==> src/rtl/mc_control_fsm_if.sv <==
// Control bus between the multicycle controller and its datapath.
// The master modport is the controller; the slave modport is the datapath side.
interface mc_control_fsm_if;
  logic [31:0] instr;
  logic        zero;

  logic        PCWrite;
  logic        IorD;
  logic        IRWrite;
  logic        ALUSrcA;
  logic        memToReg;
  logic        memWrite;
  logic        regDst;
  logic        regWriteEnable;
  logic        jump;
  logic        jumpReg;
  logic        branchEnable;
  logic [1:0]  ALUSrcB;
  logic [1:0]  PCSrc;
  logic [4:0]  ALUControl;
  logic [3:0]  state;
  logic [31:0] instrCount;
  logic        illegal;

  modport master (
    input  instr, zero,
    output PCWrite, IorD, IRWrite, ALUSrcA, memToReg, memWrite, regDst,
           regWriteEnable, jump, jumpReg, branchEnable, ALUSrcB, PCSrc,
           ALUControl, state, instrCount, illegal
  );

  modport slave (
    output instr, zero,
    input  PCWrite, IorD, IRWrite, ALUSrcA, memToReg, memWrite, regDst,
           regWriteEnable, jump, jumpReg, branchEnable, ALUSrcB, PCSrc,
           ALUControl, state, instrCount, illegal
  );
endinterface

==> src/rtl/mc_control_fsm.sv <==
// Multicycle MIPS-style control FSM with registered Moore outputs and a retire counter.
// Define MC_CONTROL_BNE_EN to decode bne (opcode 000101) through the branch compare states.
module mc_control_fsm (
  input  logic             clock,
  input  logic             resetN,
  mc_control_fsm_if.master bus
);

  typedef enum logic [3:0] {
    S_FETCH  = 4'd0,
    S_DECODE = 4'd1,
    S_MEMADR = 4'd2,
    S_MEMRD  = 4'd3,
    S_MEMWB  = 4'd4,
    S_MEMWR  = 4'd5,
    S_EXEC   = 4'd6,
    S_ALUWB  = 4'd7,
    S_BRCMP  = 4'd8,
    S_BRTAKE = 4'd9,
    S_ADDIEX = 4'd10,
    S_ADDIWB = 4'd11,
    S_JUMP   = 4'd12,
    S_JR     = 4'd13,
    S_JAL    = 4'd14
  } state_e;

  typedef struct packed {
    logic       pc_write;
    logic       iord;
    logic       ir_write;
    logic       alu_src_a;
    logic       mem_to_reg;
    logic       mem_write;
    logic       reg_dst;
    logic       reg_write;
    logic       jump;
    logic       jump_reg;
    logic       branch_en;
    logic [1:0] alu_src_b;
    logic [1:0] pc_src;
    logic [4:0] alu_ctrl;
  } ctrl_t;

  localparam logic [5:0] OP_RTYPE = 6'b000000;
  localparam logic [5:0] OP_J     = 6'b000010;
  localparam logic [5:0] OP_JAL   = 6'b000011;
  localparam logic [5:0] OP_BEQ   = 6'b000100;
`ifdef MC_CONTROL_BNE_EN
  localparam logic [5:0] OP_BNE   = 6'b000101;
`endif
  localparam logic [5:0] OP_ADDI  = 6'b001000;
  localparam logic [5:0] OP_LW    = 6'b100011;
  localparam logic [5:0] OP_SW    = 6'b101011;
  localparam logic [5:0] F_JR     = 6'b001000;

  localparam logic [4:0] ALU_AND   = 5'b00000;
  localparam logic [4:0] ALU_OR    = 5'b00001;
  localparam logic [4:0] ALU_ADD   = 5'b00010;
  localparam logic [4:0] ALU_SUB   = 5'b00110;
  localparam logic [4:0] ALU_SLT   = 5'b00111;
  localparam logic [4:0] ALU_PASSA = 5'b01000;

  // Returns {supported, alu_op}; unsupported functs fall back to ADD.
  function automatic logic [5:0] funct_to_alu(input logic [5:0] f);
    logic [5:0] r;
    case (f)
      6'b100000: r = {1'b1, ALU_ADD};
      6'b100010: r = {1'b1, ALU_SUB};
      6'b100100: r = {1'b1, ALU_AND};
      6'b100101: r = {1'b1, ALU_OR};
      6'b101010: r = {1'b1, ALU_SLT};
      default:   r = {1'b0, ALU_ADD};
    endcase
    return r;
  endfunction

  function automatic ctrl_t decode_ctrl(input state_e s, input logic [4:0] r_op);
    ctrl_t c;
    c          = '0;
    c.alu_ctrl = ALU_ADD;
    case (s)
      S_FETCH: begin
        c.ir_write  = 1'b1;
        c.pc_write  = 1'b1;
        c.alu_src_b = 2'b01;
      end
      S_MEMADR, S_ADDIEX: begin
        c.alu_src_a = 1'b1;
        c.alu_src_b = 2'b10;
      end
      S_MEMRD: begin
        c.iord      = 1'b1;
        c.alu_src_a = 1'b1;
        c.alu_src_b = 2'b10;
      end
      S_MEMWB: begin
        c.reg_write  = 1'b1;
        c.mem_to_reg = 1'b1;
      end
      S_MEMWR: begin
        c.mem_write = 1'b1;
        c.iord      = 1'b1;
        c.alu_src_a = 1'b1;
        c.alu_src_b = 2'b10;
      end
      S_EXEC: begin
        c.alu_src_a = 1'b1;
        c.alu_ctrl  = r_op;
      end
      S_ALUWB: begin
        c.alu_src_a = 1'b1;
        c.alu_ctrl  = r_op;
        c.reg_write = 1'b1;
        c.reg_dst   = 1'b1;
      end
      S_BRCMP: begin
        c.alu_src_a = 1'b1;
        c.alu_ctrl  = ALU_SUB;
        c.branch_en = 1'b1;
      end
      S_BRTAKE: begin
        c.pc_write  = 1'b1;
        c.alu_src_b = 2'b11;
      end
      S_ADDIWB: begin
        c.alu_src_a = 1'b1;
        c.alu_src_b = 2'b10;
        c.reg_write = 1'b1;
      end
      S_JUMP: begin
        c.pc_write = 1'b1;
        c.pc_src   = 2'b10;
      end
      S_JR: begin
        c.pc_write = 1'b1;
        c.jump_reg = 1'b1;
        c.pc_src   = 2'b10;
      end
      S_JAL: begin
        c.reg_write = 1'b1;
        c.jump      = 1'b1;
        c.pc_write  = 1'b1;
        c.alu_ctrl  = ALU_PASSA;
        c.pc_src    = 2'b10;
      end
      default: ;
    endcase
    return c;
  endfunction

  state_e      state_q, state_d;
  ctrl_t       ctrl_q, ctrl_d;
  logic [31:0] instr_count_q, instr_count_d;
  logic        illegal_q, illegal_d;
  logic        taken_q, taken_d;

  logic [5:0]  opcode;
  logic [5:0]  funct;
  logic        alu_ok;
  logic [4:0]  alu_op;
  logic        br_taken;
  logic        retire;
  logic        unused_instr_bits;

  assign opcode            = bus.instr[31:26];
  assign funct             = bus.instr[5:0];
  assign unused_instr_bits = ^bus.instr[25:6];
  assign {alu_ok, alu_op}  = funct_to_alu(funct);

`ifdef MC_CONTROL_BNE_EN
  assign br_taken = (opcode == OP_BNE) ? ~bus.zero : bus.zero;
`else
  assign br_taken = bus.zero;
`endif

  // NOTE: every variable gets a default before the case so no path leaves it unassigned (no latches).
  always_comb begin
    state_d   = state_q;
    illegal_d = illegal_q;
    taken_d   = taken_q;
    retire    = 1'b0;

    case (state_q)
      S_FETCH:  state_d = S_DECODE;
      S_DECODE: begin
        case (opcode)
          OP_LW, OP_SW: state_d = S_MEMADR;
          OP_RTYPE:     state_d = (funct == F_JR) ? S_JR : S_EXEC;
          OP_BEQ:       state_d = S_BRCMP;
`ifdef MC_CONTROL_BNE_EN
          OP_BNE:       state_d = S_BRCMP;
`endif
          OP_ADDI:      state_d = S_ADDIEX;
          OP_J:         state_d = S_JUMP;
          OP_JAL:       state_d = S_JAL;
          default: begin
            state_d   = S_FETCH;
            illegal_d = 1'b1;
          end
        endcase
      end
      S_MEMADR: state_d = (opcode == OP_SW) ? S_MEMWR : S_MEMRD;
      S_MEMRD:  state_d = S_MEMWB;
      S_EXEC: begin
        if (alu_ok) begin
          state_d = S_ALUWB;
        end else begin
          state_d   = S_FETCH;
          illegal_d = 1'b1;
        end
      end
      S_BRCMP: begin
        taken_d = br_taken;
        if (br_taken) begin
          state_d = S_BRTAKE;
        end else begin
          state_d = S_FETCH;
          retire  = 1'b1;
        end
      end
      S_BRTAKE: begin
        // Only reachable with the flag set; it still qualifies the retire.
        state_d = S_FETCH;
        retire  = taken_q;
      end
      S_ADDIEX: state_d = S_ADDIWB;
      S_MEMWB, S_MEMWR, S_ALUWB, S_ADDIWB, S_JUMP, S_JR, S_JAL: begin
        state_d = S_FETCH;
        retire  = 1'b1;
      end
      default:  state_d = S_FETCH;
    endcase

    instr_count_d = instr_count_q + {31'd0, retire};
    // Outputs are decoded from the next state so they line up with state_q after the edge.
    ctrl_d        = decode_ctrl(state_d, alu_op);
  end

  // NOTE: sequential state uses non-blocking assignments so all flops update from pre-edge values.
  always_ff @(posedge clock or negedge resetN) begin
    if (!resetN) begin
      state_q       <= S_FETCH;
      ctrl_q        <= decode_ctrl(S_FETCH, ALU_ADD);
      instr_count_q <= '0;
      illegal_q     <= 1'b0;
      taken_q       <= 1'b0;
    end else begin
      state_q       <= state_d;
      ctrl_q        <= ctrl_d;
      instr_count_q <= instr_count_d;
      illegal_q     <= illegal_d;
      taken_q       <= taken_d;
    end
  end

  assign bus.PCWrite        = ctrl_q.pc_write;
  assign bus.IorD           = ctrl_q.iord;
  assign bus.IRWrite        = ctrl_q.ir_write;
  assign bus.ALUSrcA        = ctrl_q.alu_src_a;
  assign bus.memToReg       = ctrl_q.mem_to_reg;
  assign bus.memWrite       = ctrl_q.mem_write;
  assign bus.regDst         = ctrl_q.reg_dst;
  assign bus.regWriteEnable = ctrl_q.reg_write;
  assign bus.jump           = ctrl_q.jump;
  assign bus.jumpReg        = ctrl_q.jump_reg;
  assign bus.branchEnable   = ctrl_q.branch_en;
  assign bus.ALUSrcB        = ctrl_q.alu_src_b;
  assign bus.PCSrc          = ctrl_q.pc_src;
  assign bus.ALUControl     = ctrl_q.alu_ctrl;
  assign bus.state          = state_q;
  assign bus.instrCount     = instr_count_q;
  assign bus.illegal        = illegal_q;

endmodule

==> src/flat_wrapper.sv <==
// flat-port wrapper written by rule: the top's interface ports become plain ports
module mc_control_fsm_flat 
  (clock, resetN, bus_instr, bus_zero, bus_PCWrite, bus_IorD, bus_IRWrite, bus_ALUSrcA, bus_memToReg, bus_memWrite, bus_regDst, bus_regWriteEnable, bus_jump, bus_jumpReg, bus_branchEnable, bus_ALUSrcB, bus_PCSrc, bus_ALUControl, bus_state, bus_instrCount, bus_illegal);
  mc_control_fsm_if bus_i ();
  input  logic clock;
  input  logic resetN;
  input wire logic [$bits(bus_i.instr)-1:0] bus_instr;
  input wire logic [$bits(bus_i.zero)-1:0] bus_zero;
  output wire logic [$bits(bus_i.PCWrite)-1:0] bus_PCWrite;
  output wire logic [$bits(bus_i.IorD)-1:0] bus_IorD;
  output wire logic [$bits(bus_i.IRWrite)-1:0] bus_IRWrite;
  output wire logic [$bits(bus_i.ALUSrcA)-1:0] bus_ALUSrcA;
  output wire logic [$bits(bus_i.memToReg)-1:0] bus_memToReg;
  output wire logic [$bits(bus_i.memWrite)-1:0] bus_memWrite;
  output wire logic [$bits(bus_i.regDst)-1:0] bus_regDst;
  output wire logic [$bits(bus_i.regWriteEnable)-1:0] bus_regWriteEnable;
  output wire logic [$bits(bus_i.jump)-1:0] bus_jump;
  output wire logic [$bits(bus_i.jumpReg)-1:0] bus_jumpReg;
  output wire logic [$bits(bus_i.branchEnable)-1:0] bus_branchEnable;
  output wire logic [$bits(bus_i.ALUSrcB)-1:0] bus_ALUSrcB;
  output wire logic [$bits(bus_i.PCSrc)-1:0] bus_PCSrc;
  output wire logic [$bits(bus_i.ALUControl)-1:0] bus_ALUControl;
  output wire logic [$bits(bus_i.state)-1:0] bus_state;
  output wire logic [$bits(bus_i.instrCount)-1:0] bus_instrCount;
  output wire logic [$bits(bus_i.illegal)-1:0] bus_illegal;
  assign bus_i.instr = bus_instr;
  assign bus_i.zero = bus_zero;
  assign bus_PCWrite = bus_i.PCWrite;
  assign bus_IorD = bus_i.IorD;
  assign bus_IRWrite = bus_i.IRWrite;
  assign bus_ALUSrcA = bus_i.ALUSrcA;
  assign bus_memToReg = bus_i.memToReg;
  assign bus_memWrite = bus_i.memWrite;
  assign bus_regDst = bus_i.regDst;
  assign bus_regWriteEnable = bus_i.regWriteEnable;
  assign bus_jump = bus_i.jump;
  assign bus_jumpReg = bus_i.jumpReg;
  assign bus_branchEnable = bus_i.branchEnable;
  assign bus_ALUSrcB = bus_i.ALUSrcB;
  assign bus_PCSrc = bus_i.PCSrc;
  assign bus_ALUControl = bus_i.ALUControl;
  assign bus_state = bus_i.state;
  assign bus_instrCount = bus_i.instrCount;
  assign bus_illegal = bus_i.illegal;
  mc_control_fsm u_core (.clock(clock), .resetN(resetN), .bus(bus_i));
endmodule
==> config.mk <==
export PLATFORM = sky130hd
export DESIGN_NAME = mc_control_fsm_flat
export DESIGN_NICKNAME = d
export VERILOG_FILES = /design/src/rtl/mc_control_fsm_if.sv /design/src/rtl/mc_control_fsm.sv /design/src/flat_wrapper.sv
export SDC_FILE = /design/constraint.sdc
export NUM_CORES = 1
export LEC_CHECK = 0
export CAP_MARGIN = 25
export CORE_MARGIN = 1
export CORE_UTILIZATION = 45
export DETAILED_ROUTE_END_ITERATION = 6
export PLACE_DENSITY = 0.8
export RECOVER_POWER = 100
export SYNTH_ARGS = -nofsm -noshare
export SYNTH_HDL_FRONTEND = slang
export SYNTH_SLANG_ARGS = --single-unit
==> constraint.sdc <==
create_clock -name clock -period 2.6 [get_ports clock]
set_input_delay 0.26 -clock clock [delete_from_list [all_inputs] [get_ports clock]]
set_output_delay 0.26 -clock clock [all_outputs]
set_load 0.01 [all_outputs]
Word-level counts from Yosys, hierarchy flattened. Index checks and enable logic that the tools add are counted.

Multiplexer cells: 26. Equal/unequal tests: 41. $add $sub $neg: 1. Reductions and logical operators: 15.

Operators by type and width (number): == test 4 bit, second input constant (14); == test 6 bit, second input constant (7); adder 32 x 1 -> 32 bit (1); == test 4 x 3 -> 1 bit, second input constant (8); case mux 6 bit (5 select lines) (1); case mux 4 bit (7 select lines) (1); case mux 4 bit (6 select lines) (1); == test 4 x 2 -> 1 bit, second input constant (4); case mux 5 bit (3 select lines) (1); 2-to-1 mux 1 bit (14); OR reduction 7 bit (2); == test 6 x 2 -> 1 bit, second input constant (2); == test 6 x 4 -> 1 bit, second input constant (2); OR reduction 5 bit (2); logical NOT 4 bit (2); 2-to-1 mux 4 bit (2); OR reduction 8 bit (1); == test 6 x 3 -> 1 bit, second input constant (1); logical NOT 6 bit (1); 2-to-1 mux 3 bit (2); case mux 2 bit (3 select lines) (1); OR reduction 2 bit (3); == test 4 x 1 -> 1 bit, second input constant (1); inequality test 2 bit, second input constant (2); 7 further kinds (7).

Register bits: 58. Logic and storage cells: 101. Output and inout bits: 57. Input bits: 35.

Longest topological paths before layout. Gate-level depths: netlist of the first run.

Depth in word-level cells: 7. Depth in mapped cells: 12. Gate-level depth less buffers: 11.

Least setup slack after synthesis of the first run. OpenSTA, ideal clock, no wires.

Path type: register to register. From: register u_core.state_q[2], in the netlist u_core.bus.state[2]. To: register u_core.instr_count_q[28], in the netlist u_core.bus.instrCount[28]. Arrival: 2347 ps. Period minus slack after synthesis: 2426 ps. Cell stages (with the launch flop): 13. Data required time: 2521 ps. Library setup time: 79 ps. Slack: 174 ps. Buffers on the path: 1. Cells stage by stage: dfrtp_1 clkbuf_1 nor2_1 o21ai_0 o21ai_0 nor2_1 ha_1 ha_1 inv_1 nor2_1 nand2_1 nor3b_1 xor2_1.

Longest elaborated chain between the ends: 4. Elaborated cells between the ends (all ways): 12. Classes of those cells: add/sub: 1; eq/ne: 9; mux: 1; reduce/logical: 1.

Ends and longest elaborated chain: start, declared (line mc_control_fsm.sv:151) `state_e state_q, state_d;`; start signal, assigned (line mc_control_fsm.sv:248) `state_q <= state_d;`; == test 4 x 3 -> 1 bit / == test 4 bit (equally long branches) (line mc_control_fsm.sv:183) `case (state_q)`; OR reduction 7 bit (line mc_control_fsm.sv:183); case mux 1 bit (3 select lines) (*) (line mc_control_fsm.sv:183); adder 32 x 1 -> 32 bit (*) (line mc_control_fsm.sv:234) `instr_count_d = instr_count_q + {31'd0, retire};`; named net u_core.instr_count_d[28] (line mc_control_fsm.sv:153) `logic [31:0] instr_count_q, instr_count_d;`; end signal, assigned (line mc_control_fsm.sv:250) `instr_count_q <= instr_count_d;`; end, declared (line mc_control_fsm.sv:153).

Mark *: on every way through the listed nets, which the timed path passes. The rest lies on a longest branch. A chain may end at the register's enable or synchronous reset.

==> results.sh, run 1 <==
export IMPL_switchingPower_uw=609
export IMPL_fp_dieH_um=79.1
export IMPL_async_flop_share_pct=100
export IMPL_synth_simple_gate_area_share_pct=24.3
export IMPL_wirelength_um=5420
export IMPL_drive_gt1_share_pct=11.5
export IMPL_yosysWarnings=0
export IMPL_power_per_cell_area_nw_per_um2=573
export IMPL_drt_pass1_iterations=4
export IMPL_port_buffers=69
export IMPL_final_common_cell="dlygate4sd3_1"
export IMPL_first_iter_violations=91
export IMPL_finalCritPeriodShare_pct=94.2
export IMPL_cts_tree="yes"
export IMPL_tightest_slew_ns=1.01
export IMPL_clock_power_share_pct=22.4
export IMPL_synth_adder_area_share_pct=0.936
export IMPL_die_area_um2=6250
export IMPL_drc=0
export IMPL_grt_pass1_vias=1973
export IMPL_core_um2=5610
export IMPL_synth_compound_area_share_pct=7.68
export IMPL_ys_flop_type="dfrtp_1"
export IMPL_most_common_layout_cells="dlygate4sd3_1 (57), dfrtp_1 (51), nor2_1 (23), xnor2_1 (19), nand3_1 (16)"
export IMPL_via_count=2056
export IMPL_antenna_cells=0
export IMPL_synth_cell_types=62
export IMPL_antenna_left=0
export IMPL_synth_edf_count=0
export IMPL_area_delta_synth_final_pct=31.7
export IMPL_cts_inserted_buffers=5
export IMPL_fmax_mhz=408
export IMPL_status="finished clean"
export IMPL_cp_end_kind="flop"
export IMPL_finClkSkew_ns=0.00643
export IMPL_largest_register_ffs=32
export IMPL_initial_utilization_pct=47.7
export IMPL_drt_wirelength_per_cell_um=13.8
export IMPL_grt_remaining_overflow=0
export IMPL_dp_hpwl_um=4130
export IMPL_cts_repair_resized=0
export IMPL_htree_levels=2
export IMPL_synth_area_mux_share_pct=1.17
export IMPL_slew_headroom_pct=32.7
export IMPL_share_seq_of_total_power_pct=51.1
export IMPL_grt_max_degree=46
export IMPL_grt_use_total_pct=18.7
export IMPL_vdd_drop_max_v=0.000279
export IMPL_cts_clk_slew_worst_paths_ns=0.09
export IMPL_synth_seq_cells=55
export IMPL_fin_nets=357
export IMPL_multi_input_area_um2=1180
export IMPL_tns_ns=0
export IMPL_grt_pass1_wl_um=9020
export IMPL_switching_share_pct=30.2
export IMPL_drv_slew=0
export IMPL_setup_viol=0
export IMPL_period_needed_ns=2.45
export IMPL_hold_violations=0
export IMPL_clk_root_buffer_cell="clkbuf_8"
export IMPL_insertion_delay_ns=0.31
export IMPL_rsz0062_at_grt="no"
export IMPL_fillers=487
export IMPL_crit_arrival_ns=2.69
export IMPL_place_congestion=0.867
export IMPL_drv_cap=0
export IMPL_cp_required_ns=2.84
export IMPL_synth_seq_area_share_pct=51.7
export IMPL_clockBufferDepth=2
export IMPL_seqCellArea_um2=1380
export IMPL_pin_count=92
export IMPL_p_int_uw=1410
export IMPL_start_kind="flop"
export IMPL_synthCells=243
export IMPL_min_path_type="primary input to async pin"
export IMPL_p_leak_uw=0.00171
export IMPL_synth_area_um2=2670
export IMPL_avgSynthCellArea_um2=11.0
export IMPL_critical_path_class="flop to flop"
export IMPL_die_w_um=79.1
export IMPL_rows=27
export IMPL_antenna_found_initial=0
export IMPL_clock_sinks=55
export IMPL_pre_cts_ws_ns=0.121
export IMPL_via_per_inst=5.23
export IMPL_synth_top_family_by_area="simple AND/OR/NAND/NOR gates"
export IMPL_synth_xor_area_share_pct=10.5
export IMPL_setup_ws_ns=0.151
export IMPL_p_comb_share_pct=26.6
export IMPL_cp_max_fo=8
[worst max-delay path, stage by stage (launching register included)]
cell      delay [ns]
dfrtp_1         0.46
clkbuf_1        0.28
or4b_1          0.62
nor4_4          0.40
o21bai_2        0.20
nor2_2          0.11
clkinv_2        0.08
mux2i_1         0.09
a21oi_2         0.14
[final cells by class]
class | count | share of cell area [%]
flip-flops and latches | 55 | 39.2
well taps | 72 | 2.56
multi-input cells | 171 | 33.7
repair buffers | 79 | 21.4
inverters | 8 | 0.888
clock buffers | 7 | 2.17
clock inverters | 1 | 0.142
[path summary, 6_finish.rpt]
kind                                            from                         to  slack [ns]  depth (start not counted)
setup reg to reg                 u_core.bus.state[0]         u_core.bus.ALUSrcA        0.15                          8
hold / removal                                resetN  u_core.bus.instrCount[17]        0.28                          2
max in group asynchronous                     resetN  u_core.bus.instrCount[27]        0.75                          4
min in group clock         u_core.bus.instrCount[31]  u_core.bus.instrCount[31]        0.47                          1
setup / recovery                 u_core.bus.state[0]         u_core.bus.ALUSrcA        0.15                          8
hold reg to reg            u_core.bus.instrCount[31]  u_core.bus.instrCount[31]        0.47                          1
[power by group through the flow]
stage	registers (uW)	logic (uW)	clock network, uW
finish	1030	536	451
global route	1040	591	505
CTS	1040	579	457
detailed placement	1050	575	0
global placement	1050	565	0
floorplan	1070	268	0
[per-layer routing]
| layer | vias up | wire length [um] | part of all wire (%) | track usage [%] |
|---|---|---|---|---|
| li1 | 1007 | - | - | - |
| met1 | 981 | 2460 | 45 | 25.3 |
| met2 | 60 | 2640 | 49 | 29.4 |
| met3 | 8 | 228 | 4.2 | 4.02 |
| met4 | 0 | 81 | 1.5 | 7.45 |
| met5 | - | 0 | 0 | 0 |
[cells by family after synthesis]
group,after synthesis
AND/OR/NAND/NOR,108
AO/OA/AOI/OAI,24
multiplexers,3
other,1
adder cells (fa/ha/maj),2
XOR/XNOR,32
flip-flops,55
buffers and inverters,18
[cells in the mapped netlist, drive strengths merged, types with 4 or more instances]
library cell / count / area, um2
dfrtp: 51 / 1280
nor2: 24 / 92.6
xnor2: 19 / 166
nand2: 16 / 62.6
nand3: 16 / 80.1
xor2: 13 / 114
nor3: 9 / 56.3
and3: 8 / 61.3
inv: 7 / 26.3
buf: 5 / 45.0
clkbuf: 5 / 18.8
nand2b: 5 / 31.3
dfstp: 4 / 105
nand4: 4 / 40.0
nor4: 4 / 40.0
o21ai: 4 / 20.0
or4: 4 / 37.5
[per-stage QoR]
stage	utilization, %	power [uW]	cells	hold slack [ns]	area (um2)
2_1_floorplan	-	1340	244	-0.0356	2680
3_3_place_gp	61.5	1620	383	0.457	3450
3_5_place_dp	61.5	1630	383	0.461	3450
4_1_cts	62.9	2070	391	0.129	3530
5_1_grt	62.8	2140	393	0.275	3520
6_report	62.8	2020	393	0.284	3520
[what timing repair did]
item,4_1_cts,5_1_grt
endpoints found under the hold margin,0,40
buffers inserted,0,0
hold buffers,0,1
(Power assumes the default switching activity.)
==> run 2, diff against run 1 <==
--- a/config.mk
+++ b/config.mk
@@ -6,7 +6,7 @@
 export NUM_CORES = 1
 export LEC_CHECK = 0
 export CAP_MARGIN = 25
-export CORE_MARGIN = 1
+export CORE_MARGIN = 5
 export CORE_UTILIZATION = 45
 export DETAILED_ROUTE_END_ITERATION = 6
 export PLACE_DENSITY = 0.8
==> run 2 against run 1 <==
Non-clock buffer count up 2. Routed wire length up 7.3%. Sequential cell count unchanged. Die area up 21%. Via count up 0.49%. First-iteration DRC count up 5.5%. Utilization down 2.3 points. Largest cell class unchanged. Highest routed layer unchanged.
==> results.sh, run 2 (synthesis results as in run 1) <==
export IMPL_critPathSlowestCell="or4b_4"
export IMPL_cpPeakStageDelay_ns=0.59
export IMPL_fin_area_um2=3540
export IMPL_status="finished clean"
export IMPL_grt_use_total_pct=16.4
export IMPL_wirelength_um=5810
export IMPL_first_iter_violations=96
export IMPL_clockBufferDepth=2
export IMPL_crit_arrival_ns=2.65
export IMPL_final_common_cell="dlygate4sd3_1"
export IMPL_grt_pass1_wl_um=9810
export IMPL_dpl_cell_area_um2=3470
export IMPL_fmax_mhz=408
export IMPL_min_path_type="primary input to async pin"
export IMPL_dp_cells=388
export IMPL_pin_count=92
export IMPL_tightest_slew_ns=1.04
export IMPL_slew_headroom_pct=30.4
export IMPL_drv_cap=0
export IMPL_dp_hpwl_um=4470
export IMPL_cts_inserted_buffers=5
export IMPL_drt_pass1_iterations=4
export IMPL_vdd_drop_max_v=0.000322
export IMPL_via_per_inst=5.19
export IMPL_drv_slew=0
export IMPL_fin_nets=359
export IMPL_port_buffers=69
export IMPL_htree_levels=2
export IMPL_core_um2=5850
export IMPL_clock_sinks=55
export IMPL_p_leak_uw=0.00171
export IMPL_insertion_delay_ns=0.30
export IMPL_antenna_cells=0
export IMPL_tns_ns=0
export IMPL_cp_required_ns=2.80
export IMPL_power_per_cell_area_nw_per_um2=571
export IMPL_die_w_um=87.1
export IMPL_rsz0062_at_grt="no"
export IMPL_reg2reg_to="u_core.bus.ALUControl[2]"
export IMPL_critical_path_class="primary input to flop"
export IMPL_start_kind="primary input"
export IMPL_grt_max_degree=48
export IMPL_setup_viol=0
export IMPL_fp_dieH_um=87.1
export IMPL_finClkSkew_ns=0.00485
export IMPL_rrSetupSlack_ns=0.20
export IMPL_rows=28
export IMPL_hold_violations=0
export IMPL_cts_clk_slew_worst_paths_ns=0.09
export IMPL_cp_end_kind="flop"
export IMPL_drc=0
export IMPL_finalCritPeriodShare_pct=94.2
export IMPL_grt_pass1_vias=2048
export IMPL_initial_utilization_pct=45.7
export IMPL_clk_root_buffer_cell="clkbuf_8"
export IMPL_area_delta_synth_final_pct=32.4
export IMPL_most_common_layout_cells="dlygate4sd3_1 (56), dfrtp_1 (50), nor2_1 (23), xnor2_1 (19), nand3_1 (16)"
export IMPL_final_cell_count_no_fill=398
export IMPL_die_area_um2=7580
export IMPL_antenna_found_initial=0
export IMPL_cts_tree="yes"
export IMPL_crit_chain="clkdlybuf4s50_1 -> or4b_4 -> nor4_1 -> o41ai_1 -> a21oi_1 -> inv_2 -> a221o_1"
export IMPL_antenna_left=0
export IMPL_drive_gt1_share_pct=12.4
export IMPL_period_needed_ns=2.45
export IMPL_cp_max_fo=8
export IMPL_reg2reg_depth=7
export IMPL_via_count=2066
export IMPL_largest_register_ffs=32
export IMPL_place_congestion=0.819
export IMPL_drt_wirelength_per_cell_um=14.6
export IMPL_grt_remaining_overflow=0
export IMPL_r2r_start="u_core.bus.state[2]"
==> run 2: cell count changes in the layout (fill, tap and decap cells not counted), sizes merged <==
cell,delta
clkdlybuf4s50,+1
clkinv,+2
buf,+1
dlygate4sd3,-1
clkbuf,-1
==> run 2: cell type report <==
cell class / instances / area, um2
Sequential cell: 55 / 1380
Multi-Input combinational cell: 171 / 1180
Tap cell: 75 / 93.8
Fill cell: 487 / 2310
Clock inverter: 3 / 15.0
Clock buffer: 5 / 68.8
Inverter: 8 / 31.3
Timing Repair Buffer: 81 / 763
==> run 2: what timing repair did <==
action | 4_1_cts | 5_1_grt
resized for setup | 0 | 1
endpoints found under the hold margin | 0 | 9
hold buffers | 0 | 1
buffers inserted | 0 | 0
endpoints found under the setup margin | 0 | 1
==> run 2: worst max-delay path, delay by kind of cell <==
kind	cells	cell delay, ns
compound gates	3	1.04
simple gates	2	0.78
buf+inv	2	0.57
==> run 2: how the worst max path moves through the flow <==
stage / from / end / slack (ns) / cells after the start
final: bus_instr[1] / u_core.bus.ALUSrcB[1] / 0.15 / 7
after global routing: bus_instr[1] / u_core.bus.ALUSrcB[1] / 0.02 / 7
after CTS: u_core.bus.state[0] / u_core.bus.instrCount[26] / 0.18 / 11
after detailed placement: bus_instr[1] / u_core.bus.ALUSrcB[1] / 0.13 / 7
after global placement: bus_instr[1] / u_core.bus.ALUSrcB[1] / 0.13 / 7
after floorplan: u_core.bus.state[2] / u_core.bus.instrCount[28] / 0.17 / 12
==> run 2: layer usage <==
| metal | up-vias | routed length, um | track usage (%) |
|---|---|---|---|
| met2 | 59 | 2940 | 28.5 |
| met1 | 988 | 2430 | 20.4 |
| met4 | 0 | 76 | 4.96 |
| met5 | - | 0 | 0 |
| li1 | 1008 | - | - |
| met3 | 11 | 374 | 3.41 |
==> run 2: through the flow <==
step / power (uW) / hold WS [ns] / util, % / setup slack, ns
global placement: 1620 / 0.459 / 59.3 / 0.125
CTS: 2090 / 0.164 / 60.7 / 0.177
detailed placement: 1630 / 0.461 / 59.3 / 0.127
floorplan: 1340 / -0.0356 / - / 0.174
global route: 2140 / 0.316 / 60.5 / 0.0162
finish: 2020 / 0.309 / 60.5 / 0.150
==> run 2: where the power goes <==
part / total [uW] / switching, uW / internal (uW) / leakage (uW)
registers: 1030 / 69.3 / 963 / 0.000726
logic: 540 / 278 / 262 / 0.000939
clock network: 450 / 265 / 185 / 0.0000477
==> run 3, diff against run 2 <==
--- a/config.mk
+++ b/config.mk
@@ -9,7 +9,7 @@
 export CORE_MARGIN = 5
 export CORE_UTILIZATION = 45
 export DETAILED_ROUTE_END_ITERATION = 6
-export PLACE_DENSITY = 0.8
+export PLACE_DENSITY = 0.79
 export RECOVER_POWER = 100
 export SYNTH_ARGS = -nofsm -noshare
 export SYNTH_HDL_FRONTEND = slang
==> run 3 against run 2 <==
Setup slack got worse by 0.012 ns. Cell count did not move. Critical path type unchanged. Sequential cell count did not move. Largest cell class unchanged. Highest routed layer unchanged. Worst hold slack got worse by 0.0020 ns.
==> results.sh, run 3 (synthesis results as in run 1) <==
export IMPL_status="finished clean"
export IMPL_met3_usage_pct=4.26
export IMPL_place_congestion=0.835
export IMPL_reg2reg_to="u_core.bus.ALUSrcA"
export IMPL_tns_ns=0
export IMPL_clockBufferDepth=2
export IMPL_grt_met2_usage_pct=26.6
export IMPL_core_um2=5850
export IMPL_period_needed_ns=2.46
export IMPL_htree_levels=2
export IMPL_via_per_inst=5.17
export IMPL_fmax_mhz=406
export IMPL_antenna_cells=0
export IMPL_die_area_um2=7580
export IMPL_insertion_delay_ns=0.30
export IMPL_initial_utilization_pct=45.7
export IMPL_drv_cap=0
export IMPL_drc=0
export IMPL_r2r_start="u_core.bus.state[0]"
export IMPL_largest_register_ffs=32
export IMPL_reg2reg_depth=7
export IMPL_grt_pass1_vias=2035
export IMPL_fin_nets=359
export IMPL_drv_slew=0
export IMPL_cp_max_fo=8
export IMPL_area_delta_synth_final_pct=31.9
export IMPL_slew_headroom_pct=33.5
export IMPL_crit_arrival_ns=2.65
export IMPL_grt_pass1_wl_um=9460
export IMPL_antenna_found_initial=0
export IMPL_critical_path_class="primary input to flop"
export IMPL_final_common_cell="dlygate4sd3_1"
export IMPL_rows=28
export IMPL_drt_wirelength_per_cell_um=14.1
export IMPL_wirelength_um=5630
export IMPL_clk_root_buffer_cell="clkbuf_8"
export IMPL_antenna_left=0
export IMPL_setup_viol=0
export IMPL_hold_violations=0
export IMPL_grt_max_degree=47
export IMPL_p_leak_uw=0.00170
export IMPL_cts_clk_slew_worst_paths_ns=0.09
export IMPL_cts_inserted_buffers=5
export IMPL_cp_end_kind="flop"
export IMPL_rrSetupSlack_ns=0.18
export IMPL_rsz0062_at_grt="no"
export IMPL_drive_gt1_share_pct=11.5
export IMPL_cp_required_ns=2.79
export IMPL_die_w_um=87.1
export IMPL_port_buffers=69
export IMPL_dp_hpwl_um=4410
export IMPL_critPathSlowestCell="or4b_4"
export IMPL_path_buf_inv=2
export IMPL_finalCritPeriodShare_pct=94.7
export IMPL_cpPeakStageDelay_ns=0.60
export IMPL_fp_dieH_um=87.1
export IMPL_gr_usage_met1_pct=20.3
export IMPL_min_path_type="primary input to async pin"
export IMPL_start_kind="primary input"
export IMPL_drt_pass1_iterations=4
export IMPL_post_route_util_pct=60.3
export IMPL_vdd_drop_max_v=0.000276
export IMPL_tightest_slew_ns=0.997
export IMPL_critPathTopFamily="compound AO/OA/AOI/OAI gates"
export IMPL_grt_remaining_overflow=0
export IMPL_clock_sinks=55
export IMPL_cts_tree="yes"
export IMPL_first_iter_violations=128
export IMPL_finClkSkew_ns=0.00764
export IMPL_crit_chain="clkdlybuf4s50_1 -> or4b_4 -> nor4_1 -> o41ai_1 -> a21oi_1 -> inv_2 -> a221o_1"
export IMPL_grt_use_total_pct=15.9
export IMPL_power_per_cell_area_nw_per_um2=569
export IMPL_via_count=2059
export IMPL_pin_count=92
export IMPL_busiest_layer="met2"
export IMPL_most_common_layout_cells="dlygate4sd3_1 (56), dfrtp_1 (50), nor2_1 (23), xnor2_1 (19), nand3_1 (16)"
## run 3: area by class of cell
class / instances / area (um2)
inverter: 8 / 31.3
multi-input combinational: 171 / 1180
clock inverter: 1 / 5.00
tap: 75 / 93.8
sequential: 55 / 1380
timing repair buffer: 81 / 759
clock buffer: 7 / 76.3
fill: 493 / 2320
## run 3: per-stage QoR
| step | hold slack, ns | setup WS [ns] | cell area, um2 | total power (uW) | instances |
|---|---|---|---|---|---|
| after global routing | 0.326 | 0.0183 | 3530 | 2130 | 398 |
| after global placement | 0.457 | 0.141 | 3470 | 1620 | 388 |
| final | 0.307 | 0.138 | 3530 | 2010 | 398 |
| after CTS | 0.142 | 0.259 | 3550 | 2080 | 396 |
| after floorplan | -0.0356 | 0.174 | 2680 | 1340 | 244 |
| after detailed placement | 0.481 | 0.106 | 3470 | 1630 | 388 |
## run 3: how the worst max path moves through the flow
stage	slack, ns	cells past startpoint	to	startpoint
floorplan	0.17	12	u_core.bus.instrCount[28]	u_core.bus.state[2]
global placement	0.14	7	u_core.bus.ALUSrcB[1]	bus_instr[1]
detailed placement	0.11	7	u_core.bus.ALUSrcB[1]	bus_instr[1]
CTS	0.26	11	u_core.bus.instrCount[26]	u_core.bus.state[1]
global route	0.02	11	u_core.bus.instrCount[30]	u_core.bus.state[0]
finish	0.14	7	u_core.bus.ALUSrcB[1]	bus_instr[1]
## run 3: routing by layer
layer,vias up,wire (um)
met5,-,0
met4,0,61
met3,6,383
met2,59,2810
met1,983,2380
li1,1011,-
## run 3: repair_timing
item                                   CTS  global route
gates resized for setup                  0             2
hold buffers                             0             1
endpoints found under the hold margin    0             8
setup endpoints to repair                0             5
buffers inserted                         0             0
## run 3: power by group
| group | switching (uW) | leakage [uW] | internal [uW] |
|---|---|---|---|
| sequential | 69.8 | 0.000726 | 962 |
| combinational | 277 | 0.000933 | 255 |
| clock | 255 | 0.0000422 | 190 |
